### src/rtl/fir_pkg.sv
// Shared FIR definitions: datapath widths, sequencer state encoding, sizing helper.
// No logic; compile before any FIR block that imports it.
// Used by the MAC sequencer, its coefficient bank, and the shared ALU.
package fir_pkg;

    // Sample and coefficient width.
    localparam int DW = 16;
    // Accumulator width: a 32-bit product plus headroom for up to 128 taps.
    localparam int AW = 39;

    typedef enum logic [1:0] {
        IDLE = 2'd0,
        MAC  = 2'd1,
        OUT  = 2'd2
    } state_e;

    // Counter and address width that never collapses to zero bits.
    function automatic int clog2_min1(input int n);
        return (n > 1) ? $clog2(n) : 1;
    endfunction

endpackage

### src/rtl/fir_coef_bank.sv
// Coefficient register file: one write port and one combinational read port.
// Latency: a write is visible on the read port the cycle after the write edge.
// No backpressure. The caller filters writes and guarantees addresses are in range.
module fir_coef_bank
    import fir_pkg::*;
#(
    parameter  int NTAPS = 8,
    localparam int TW    = clog2_min1(NTAPS)
) (
    input  logic          clk,
    input  logic          rstn,
    input  logic          we_i,
    input  logic [TW-1:0] addr_i,
    input  logic [DW-1:0] data_i,
    input  logic [TW-1:0] rd_addr_i,
    output logic [DW-1:0] rd_data_o
);

    logic [DW-1:0] coef_q [NTAPS];

    // Coefficient storage; cleared to zero by reset.
    always_ff @(posedge clk or negedge rstn) begin
        if (!rstn) begin
            for (int k = 0; k < NTAPS; k++) begin
                coef_q[k] <= '0;
            end
        end else if (we_i) begin
            coef_q[addr_i] <= data_i;
        end
    end

    assign rd_data_o = coef_q[rd_addr_i];

endmodule

### src/rtl/fir_mac_sequencer.sv
// FIR MAC sequencer: shifts the delay line and issues NTAPS chained MACs to the external ALU.
// Latency: out_valid rises NTAPS*(ALU_LAT+1) edges after the sample accept edge.
// Backpressure: in_ready only in IDLE; the result is held in OUT until out_ready.
module fir_mac_sequencer
    import fir_pkg::*;
#(
    parameter  int NTAPS   = 8,
    parameter  int ALU_LAT = 2,
    localparam int TW      = clog2_min1(NTAPS)
) (
    input  logic          clk,
    input  logic          rstn,
    input  logic          in_valid,
    output logic          in_ready,
    input  logic [DW-1:0] in_sample,
    input  logic          coef_we,
    input  logic [TW-1:0] coef_addr,
    input  logic [DW-1:0] coef_data,
    output logic          coef_err,
    output logic [DW-1:0] alu_x,
    output logic [DW-1:0] alu_b,
    output logic [AW-1:0] alu_sum_in,
    input  logic [AW-1:0] alu_sum_out,
    output logic          out_valid,
    input  logic          out_ready,
    output logic [AW-1:0] out_data,
    output logic          busy
);

    localparam int WW = clog2_min1(ALU_LAT + 1);

    state_e        state_q;
    logic [TW-1:0] tap_q;
    logic [WW-1:0] wait_q;
    logic [AW-1:0] acc_q;
    logic [DW-1:0] x_q [NTAPS];
    logic [DW-1:0] alu_x_q;
    logic [DW-1:0] alu_b_q;
    logic [AW-1:0] alu_sum_in_q;
    logic          out_valid_q;
    logic          coef_err_q;

    logic          accept;
    logic          last_tap;
    logic          wait_done;
    logic [TW-1:0] rd_idx;
    logic [DW-1:0] coef_rd;
    logic          coef_ok;
    logic          coef_err_d;

    assign in_ready   = (state_q == IDLE);
    assign busy       = (state_q != IDLE);
    assign accept     = in_valid && in_ready;
    assign last_tap   = (tap_q == TW'(NTAPS - 1));
    assign wait_done  = (wait_q == WW'(ALU_LAT));

    // Tap whose operands are loaded at the next issue edge: tap 0 on accept,
    // otherwise the following tap; held at 0 on the last tap to stay in range.
    assign rd_idx = (accept || last_tap) ? '0 : tap_q + 1'b1;

    // Writes land only in a quiet IDLE cycle; a sample offered in IDLE is always
    // accepted, so it takes priority. Out-of-range addresses are dropped as well.
    assign coef_ok    = coef_we && (state_q == IDLE) && !in_valid && (int'(coef_addr) < NTAPS);
    assign coef_err_d = coef_we && !coef_ok;

    fir_coef_bank #(
        .NTAPS (NTAPS)
    ) u_coef_bank (
        .clk       (clk),
        .rstn      (rstn),
        .we_i      (coef_ok),
        .addr_i    (coef_addr),
        .data_i    (coef_data),
        .rd_addr_i (rd_idx),
        .rd_data_o (coef_rd)
    );

    // Delay line: newest sample enters at x[0] on accept; only reset clears it.
    always_ff @(posedge clk or negedge rstn) begin
        if (!rstn) begin
            for (int k = 0; k < NTAPS; k++) begin
                x_q[k] <= '0;
            end
        end else if (accept) begin
            x_q[0] <= in_sample;
            for (int k = 1; k < NTAPS; k++) begin
                x_q[k] <= x_q[k-1];
            end
        end
    end

    // Dropped-write flag, one cycle after the offending write.
    always_ff @(posedge clk or negedge rstn) begin
        if (!rstn) begin
            coef_err_q <= 1'b0;
        end else begin
            coef_err_q <= coef_err_d;
        end
    end

    // Main sequencer: issue each tap, wait ALU_LAT+1 edges, chain the result.
    always_ff @(posedge clk or negedge rstn) begin
        if (!rstn) begin
            state_q      <= IDLE;
            tap_q        <= '0;
            wait_q       <= '0;
            acc_q        <= '0;
            alu_x_q      <= '0;
            alu_b_q      <= '0;
            alu_sum_in_q <= '0;
            out_valid_q  <= 1'b0;
        end else begin
            case (state_q)
                IDLE: begin
                    if (in_valid) begin
                        // x[0] is being loaded this edge, so feed the sample directly.
                        state_q      <= MAC;
                        tap_q        <= '0;
                        wait_q       <= '0;
                        alu_x_q      <= in_sample;
                        alu_b_q      <= coef_rd;
                        alu_sum_in_q <= '0;
                    end
                end
                MAC: begin
                    if (wait_done) begin
                        acc_q  <= alu_sum_out;
                        wait_q <= '0;
                        if (last_tap) begin
                            state_q     <= OUT;
                            out_valid_q <= 1'b1;
                        end else begin
                            // acc is updated on this same edge, so chain the ALU result directly.
                            tap_q        <= tap_q + 1'b1;
                            alu_x_q      <= x_q[rd_idx];
                            alu_b_q      <= coef_rd;
                            alu_sum_in_q <= alu_sum_out;
                        end
                    end else begin
                        wait_q <= wait_q + 1'b1;
                    end
                end
                OUT: begin
                    if (out_ready) begin
                        state_q     <= IDLE;
                        out_valid_q <= 1'b0;
                    end
                end
                default: begin
                    state_q     <= IDLE;
                    out_valid_q <= 1'b0;
                end
            endcase
        end
    end

    assign alu_x      = alu_x_q;
    assign alu_b      = alu_b_q;
    assign alu_sum_in = alu_sum_in_q;
    assign out_valid  = out_valid_q;
    assign out_data   = acc_q;
    assign coef_err   = coef_err_q;

endmodule

### config.mk
export PLATFORM = sky130hd
export DESIGN_NAME = fir_mac_sequencer
export DESIGN_NICKNAME = d
export VERILOG_FILES = /design/src/rtl/fir_pkg.sv /design/src/rtl/fir_coef_bank.sv /design/src/rtl/fir_mac_sequencer.sv
export SDC_FILE = /design/constraint.sdc
export NUM_CORES = 1
export LEC_CHECK = 0
export ABC_CLOCK_PERIOD_IN_PS = 5140
export CAP_MARGIN = 5
export CORE_MARGIN = 2
export CORE_UTILIZATION = 50
export DETAILED_ROUTE_END_ITERATION = 16
export PLACE_DENSITY = 0.73
export SLEW_MARGIN = 10
export SYNTH_ARGS = -nofsm -noshare
export SYNTH_HDL_FRONTEND = slang
export SYNTH_SLANG_ARGS = --single-unit
export TNS_END_PERCENT = 100
### constraint.sdc
create_clock -name clk -period 5.14 [get_ports clk]
set_input_delay 1.028 -clock clk [delete_from_list [all_inputs] [get_ports clk]]
set_output_delay 1.028 -clock clk [all_outputs]
set_load 0.02 [all_outputs]
# After elaboration in Yosys (flattened, before gate mapping)
# Index checks and enable logic that the tools add are counted.
dict set report classes {
  n_addsub 2
  order_cmp 3
  n_eq_ne 9
  muxes 38
  bitwise_logic 3
  n_reduce_logical 16
}
# operator n
set op_table {}
lappend op_table {{$mux 16} 11}
lappend op_table {{$bwmux 128} 1}
lappend op_table {{$mux 39} 3}
lappend op_table {{$bmux 16 s3} 2}
lappend op_table {{$pmux 39 s2} 1}
lappend op_table {{$pmux 16 s2} 2}
lappend op_table {{$demux 16 s3} 1}
lappend op_table {{$mux 2} 6}
lappend op_table {{$mux 3} 4}
lappend op_table {{$reduce_and 4->1} 3}
lappend op_table {{$ne 2x2->1 const B} 5}
lappend op_table {{$ge 4x4->1 const B} 2}
lappend op_table {{$not 3->4} 2}
lappend op_table {{$pmux 2 s3} 1}
lappend op_table {{$pmux 3 s2} 1}
lappend op_table {{$logic_and 1x1->1} 5}
lappend op_table {{$eq 2x2->1 const B} 2}
lappend op_table {{$lt 4x1->1 const B} 1}
lappend op_table {{$pmux 2 s2} 1}
lappend op_table {{$reduce_and 2->1} 2}
lappend op_table {{$reduce_bool 2->1} 2}
lappend op_table {{$add 3x1->3 const B} 1}
lappend op_table {{$eq 3x3->1 const B} 1}
lappend op_table {{$mux 1} 3}
lappend op_table {{7 further kinds} 8}
dict set report totals {
  reg_bits 375
  out_inout_bits 114
  wordCells 96
}

# Logic depth before layout (Yosys ltp)
dict set report logic_depth {
  ltp_word 11
  depth_mapped 10
}

# Cells and area by module
# From an unflattened synthesis, not the netlist that was laid out.
dict set report unflattened {
  hier_cells 1473
  area_unflattened_um2 16749.8
}
# module n_inst cells_each area_each_um2
set modules_own_cells {}
lappend modules_own_cells {fir_mac_sequencer 1 1137 10820.4}
lappend modules_own_cells {fir_coef_bank 1 336 5929.4}

# Worst setup path after synthesis
# Ideal clock, no wire load.
dict set report synth_path {
  path_type {input to register}
  from {input coef_addr[1]}
  to {register u_coef_bank.coef_q[85] (netlist name)}
  setup_time_ps 125
  arrival_time_ps 2311
  required_ps 5015
  slack_ps 2704
  path_stages 4
  n_path_buf 2
  path_cell_list {buf_1 > nor3b_4 > buf_4 > mux2_2}
}
dict set report synth_via {
  elab_chain_len 6
  elab_cells_between_ends 7
}
# element line
set synth_lines {}
lappend synth_lines {{start: declaration} fir_mac_sequencer.sv:17} ;# input logic [TW-1:0] coef_addr,
lappend synth_lines {{$not 3->4 (implied by the code) *} fir_coef_bank.sv:28} ;# coef_q[addr_i] <= data_i;
lappend synth_lines {{$ge 4x4->1 (implied by the code) or $lt 4x1->1 (tied branches)} fir_coef_bank.sv:28}
lappend synth_lines {{$logic_and 1x1->1 (implied by the code)} fir_coef_bank.sv:28}
lappend synth_lines {{$mux 16 (implied by the code)} fir_coef_bank.sv:28}
lappend synth_lines {{$demux 16 s3 *} fir_coef_bank.sv:28}
lappend synth_lines {{$bwmux 128 *} fir_coef_bank.sv:28}
lappend synth_lines {{end signal: indexed assignment} fir_coef_bank.sv:28}
lappend synth_lines {{end: declaration} fir_coef_bank.sv:19} ;# logic [DW-1:0] coef_q [NTAPS];
# Mark *: on every way between the ends. The rest lies on a longest branch, timed or not.
# A chain may end at the register's enable or synchronous reset.

# Final worst setup path
dict set report layout_path {
  from {register tap_q[0]}
  to {register alu_b_q[13] (netlist: alu_b[13])}
}
dict set report layout_via {
  elab_chain_len 10
  elab_cells_between_ends 14
}
# element line
set layout_lines {}
lappend layout_lines {{start: declaration} fir_mac_sequencer.sv:33} ;# logic [TW-1:0] tap_q;
lappend layout_lines {{start signal: assignment} fir_mac_sequencer.sv:134} ;# tap_q <= tap_q + 1'b1;
lappend layout_lines {{branches (longest 10 deep; another with $add 3x1->3)} -}
lappend layout_lines {{end signal: assignment} fir_mac_sequencer.sv:121} ;# alu_b_q <= coef_rd;
lappend layout_lines {{end signal: assignment} fir_mac_sequencer.sv:136} ;# alu_b_q <= coef_rd;
lappend layout_lines {{end: declaration} fir_mac_sequencer.sv:38} ;# logic [DW-1:0] alu_b_q;
# Parallel ways; which one is timed is not known. The select of a mux whose other input is x is not followed.

==> flow_summary.json <==
{
  "area_growth_syn_to_layout_pct": 20.8,
  "critPathKind": "reg2reg",
  "finalCritPeriodShare_pct": 64.1,
  "relSlewSlack_pct": 23.9,
  "path_delay_family": "adder cells",
  "initial_utilization_pct": 50.5,
  "clockBufferDepth": 3,
  "crit_buf_inv": 2,
  "core_area_sq_um": 33300,
  "reg2reg_to": "alu_b[13]",
  "cp.required_ns": 5.57,
  "synthTopCellsByCount": "375 x dfrtp_1, 287 x nand2_1, 192 x mux2_2, 96 x o21ai_0, 70 x clkbuf_1",
  "setup_slack_ns": 1.85,
  "hold_class": "in2async",
  "dp_hpwl_mm": 25.0,
  "drv_slew": 0,
  "synth_area_leaders": "dfrtp_1 56%, mux2_2 13%, nand2_1 6.4%, o21ai_0 2.9%, a22o_1 2.1%",
  "netlist_instances": 1471,
  "cpMaxStageDelayCell": "nor3_4",
  "die_w_microns": 187,
  "slowest_delay_ns": 0.65,
  "hold_viol": 0,
  "wl_met3_mm": 2.27,
  "synth-edff-count": 0,
  "wl_met2_mm": 20.2,
  "drc": 0,
  "synth.largest_area_cell": "dfrtp_1",
  "cts.reportedPaths.clkPinSlew_ns": 0.06,
  "synth_most_common_cell": "dfrtp_1",
  "setup_viol": 0,
  "htreeDepth": 2,
  "yosys_warnings": 0,
  "vias": 12200,
  "pin_count": 193,
  "post-place-ws_ns": 1.62,
  "postRouteAntennaNets": 0,
  "drt-wirelength-per-cell_microns": 20.3,
  "grt_remaining_overflow": 0,
  "critPathMaxFanout": 22,
  "rsz0062_at_grt": "false",
  "globalplace.congestion": 0.789,
  "diodes": 0,
  "first_iter_violations": 1059,
  "endpoint": "alu_b[13]",
  "powerDensity_nw_per_um2": 642,
  "multiInputGateArea_sq_um": 6760,
  "r2r-start": "tap_q[0]",
  "drive_gt1_share_pct": 18.9,
  "nets": 1684,
  "leakage_nw": 9.20,
  "placed_cells": 2009,
  "worstMarginPinSlew_ns": 1.14,
  "cts_setup_buffers": 0,
  "rows": 67,
  "synth_top_area_share_pct": 55.9,
  "synthFlopType": "dfrtp_1",
  "ctsHoldBuffers": 0,
  "maxCapViolCount": 0,
  "final.setup.tns_ns": 0,
  "clock_latency_ns": 0.53,
  "ys_ff_latch": 375,
  "total_power_mw": 13.0,
  "portBuffers": 192,
  "fill_cells": 2659,
  "yosysUniqueCellTypes": 55,
  "die-area_sq_um": 35100,
  "cts_buffers": 40,
  "cts_tree": "done",
  "antenna_found_initial": 1,
  "cts-root-buf": "clkbuf_16",
  "ctsResizeCount": 0,
  "syn-cell-area_sq_um": 16800,
  "setup.worst_path.start": "tap_q[0]",
  "critPathLaunchType": "register",
  "cp_data_arrival_time_ns": 3.72,
  "worstSetupPathDepth": 7,
  "grt_pass1_vias": 12100,
  "reg2reg_slack_ns": 1.85,
  "path_cells": "ha_1 > ha_2 > inv_1 > nor3_4 > buf_4 > mux2_2 > o221ai_1",
  "grt_max_degree": 209,
  "routed_via_density": 5.86,
  "finalCriticalPeriod_ns": 3.29,
  "avgSynthCellArea_sq_um": 11.4,
  "ys_async_sr_fraction_pct": 100,
  "critPathCaptureType": "register",
  "track_usage_pct": 24.1,
  "ys_seq_area_share_pct": 55.9,
  "reg2reg_depth": 7,
  "m1WireLength_mm": 18.4,
  "fp.dieH_microns": 187,
  "run_status": "finished, final reports clean",
  "grt_pass1_wl_mm": 67.7,
  "cts.sinks": 375,
  "fmax_mhz": 304,
  "routed.top_layer": "met4",
  "register_area_sq_um": 9390,
  "ir_drop_uv": 398,
  "fin_skew_ns": 0.0160,
  "wl_mm": 42.1,
  "layoutNonFillerInstCount": 2076,
  "synth_nets": 1552,
  "firstDrtPassIters": 5
}
final cells by class:
class	instances	share of cell area, %
Clock buffer	61	6.07
Multi-Input combinational cell	934	33.3
Timing Repair Buffer	213	10.5
Inverter	39	0.722
Clock inverter	6	0.395
Sequential cell	375	46.3
Tap cell	448	2.76
per-layer routing:
metal	vias up	track usage [%]
li1	5562	-
met1	6158	33.1
met2	356	38.9
met3	91	4.35
met4	0	7.78
met5	-	0
placed cells by master (no fill, tap or decap), types with 17 or more instances in the layout:
cell,count
a21oi_1,17
a22o_1,40
buf_4,18
clkbuf_16,41
clkdlybuf4s50_1,191
dfrtp_1,374
inv_1,39
mux2_2,192
mux2i_1,32
nand2_1,287
nor2b_1,19
o21ai_0,96
o31ai_1,21
o32ai_1,17
sequential cells by signal (all words and copies together), names as in the netlist:
register,cells
tap_q,3
state_q,2
alu_sum_in,39
alu_b,16
out_valid,1
x_q,128
alu_x,16
coef_err,1
u_coef_bank.coef_q,128
out_data,39
wait_q,2
metrics by stage:
step / instance area (sq um) / hold slack (ns) / util [%]
after floorplan: 16800 / 0.443 / -
after global placement: 19000 / 0.456 / 57.0
after detailed placement: 19000 / 0.464 / 57.0
final: 20300 / 0.444 / 61.0
after CTS: 20300 / 0.478 / 61.0
after global routing: 20300 / 0.480 / 61.0
worst min path at each step:
stage          slack, ns              to  cells past startpoint      from
2_1_floorplan       0.44        tap_q[1]                      2  tap_q[1]
3_3_place_gp        0.46        tap_q[1]                      2  tap_q[1]
3_5_place_dp        0.46         x_q[15]                      2   x_q[15]
4_1_cts             0.48  alu_sum_in[27]                      1      rstn
5_1_grt             0.48          x_q[0]                      2    x_q[0]
6_report            0.44  alu_sum_in[27]                      1      rstn
power by group:
part / internal [mW] / total [mW] / switching, mW
logic: 2.37 / 5.49 / 3.12
registers: 4.03 / 4.66 / 0.632
clock network: 1.74 / 2.88 / 1.14
total: 8.13 / 13.0 / 4.89
logic make-up after synthesis:
group / Yosys count / synth area share, %
and+or+nand+nor: 371 / 9.96
AOI/OAI and AO/OA: 331 / 14.7
buffers and inverters: 162 / 4.14
adders and majority gates: 2 / 0.149
muxes: 230 / 15.2
DFF: 375 / 55.9
Power figures use the tool's default switching activity.
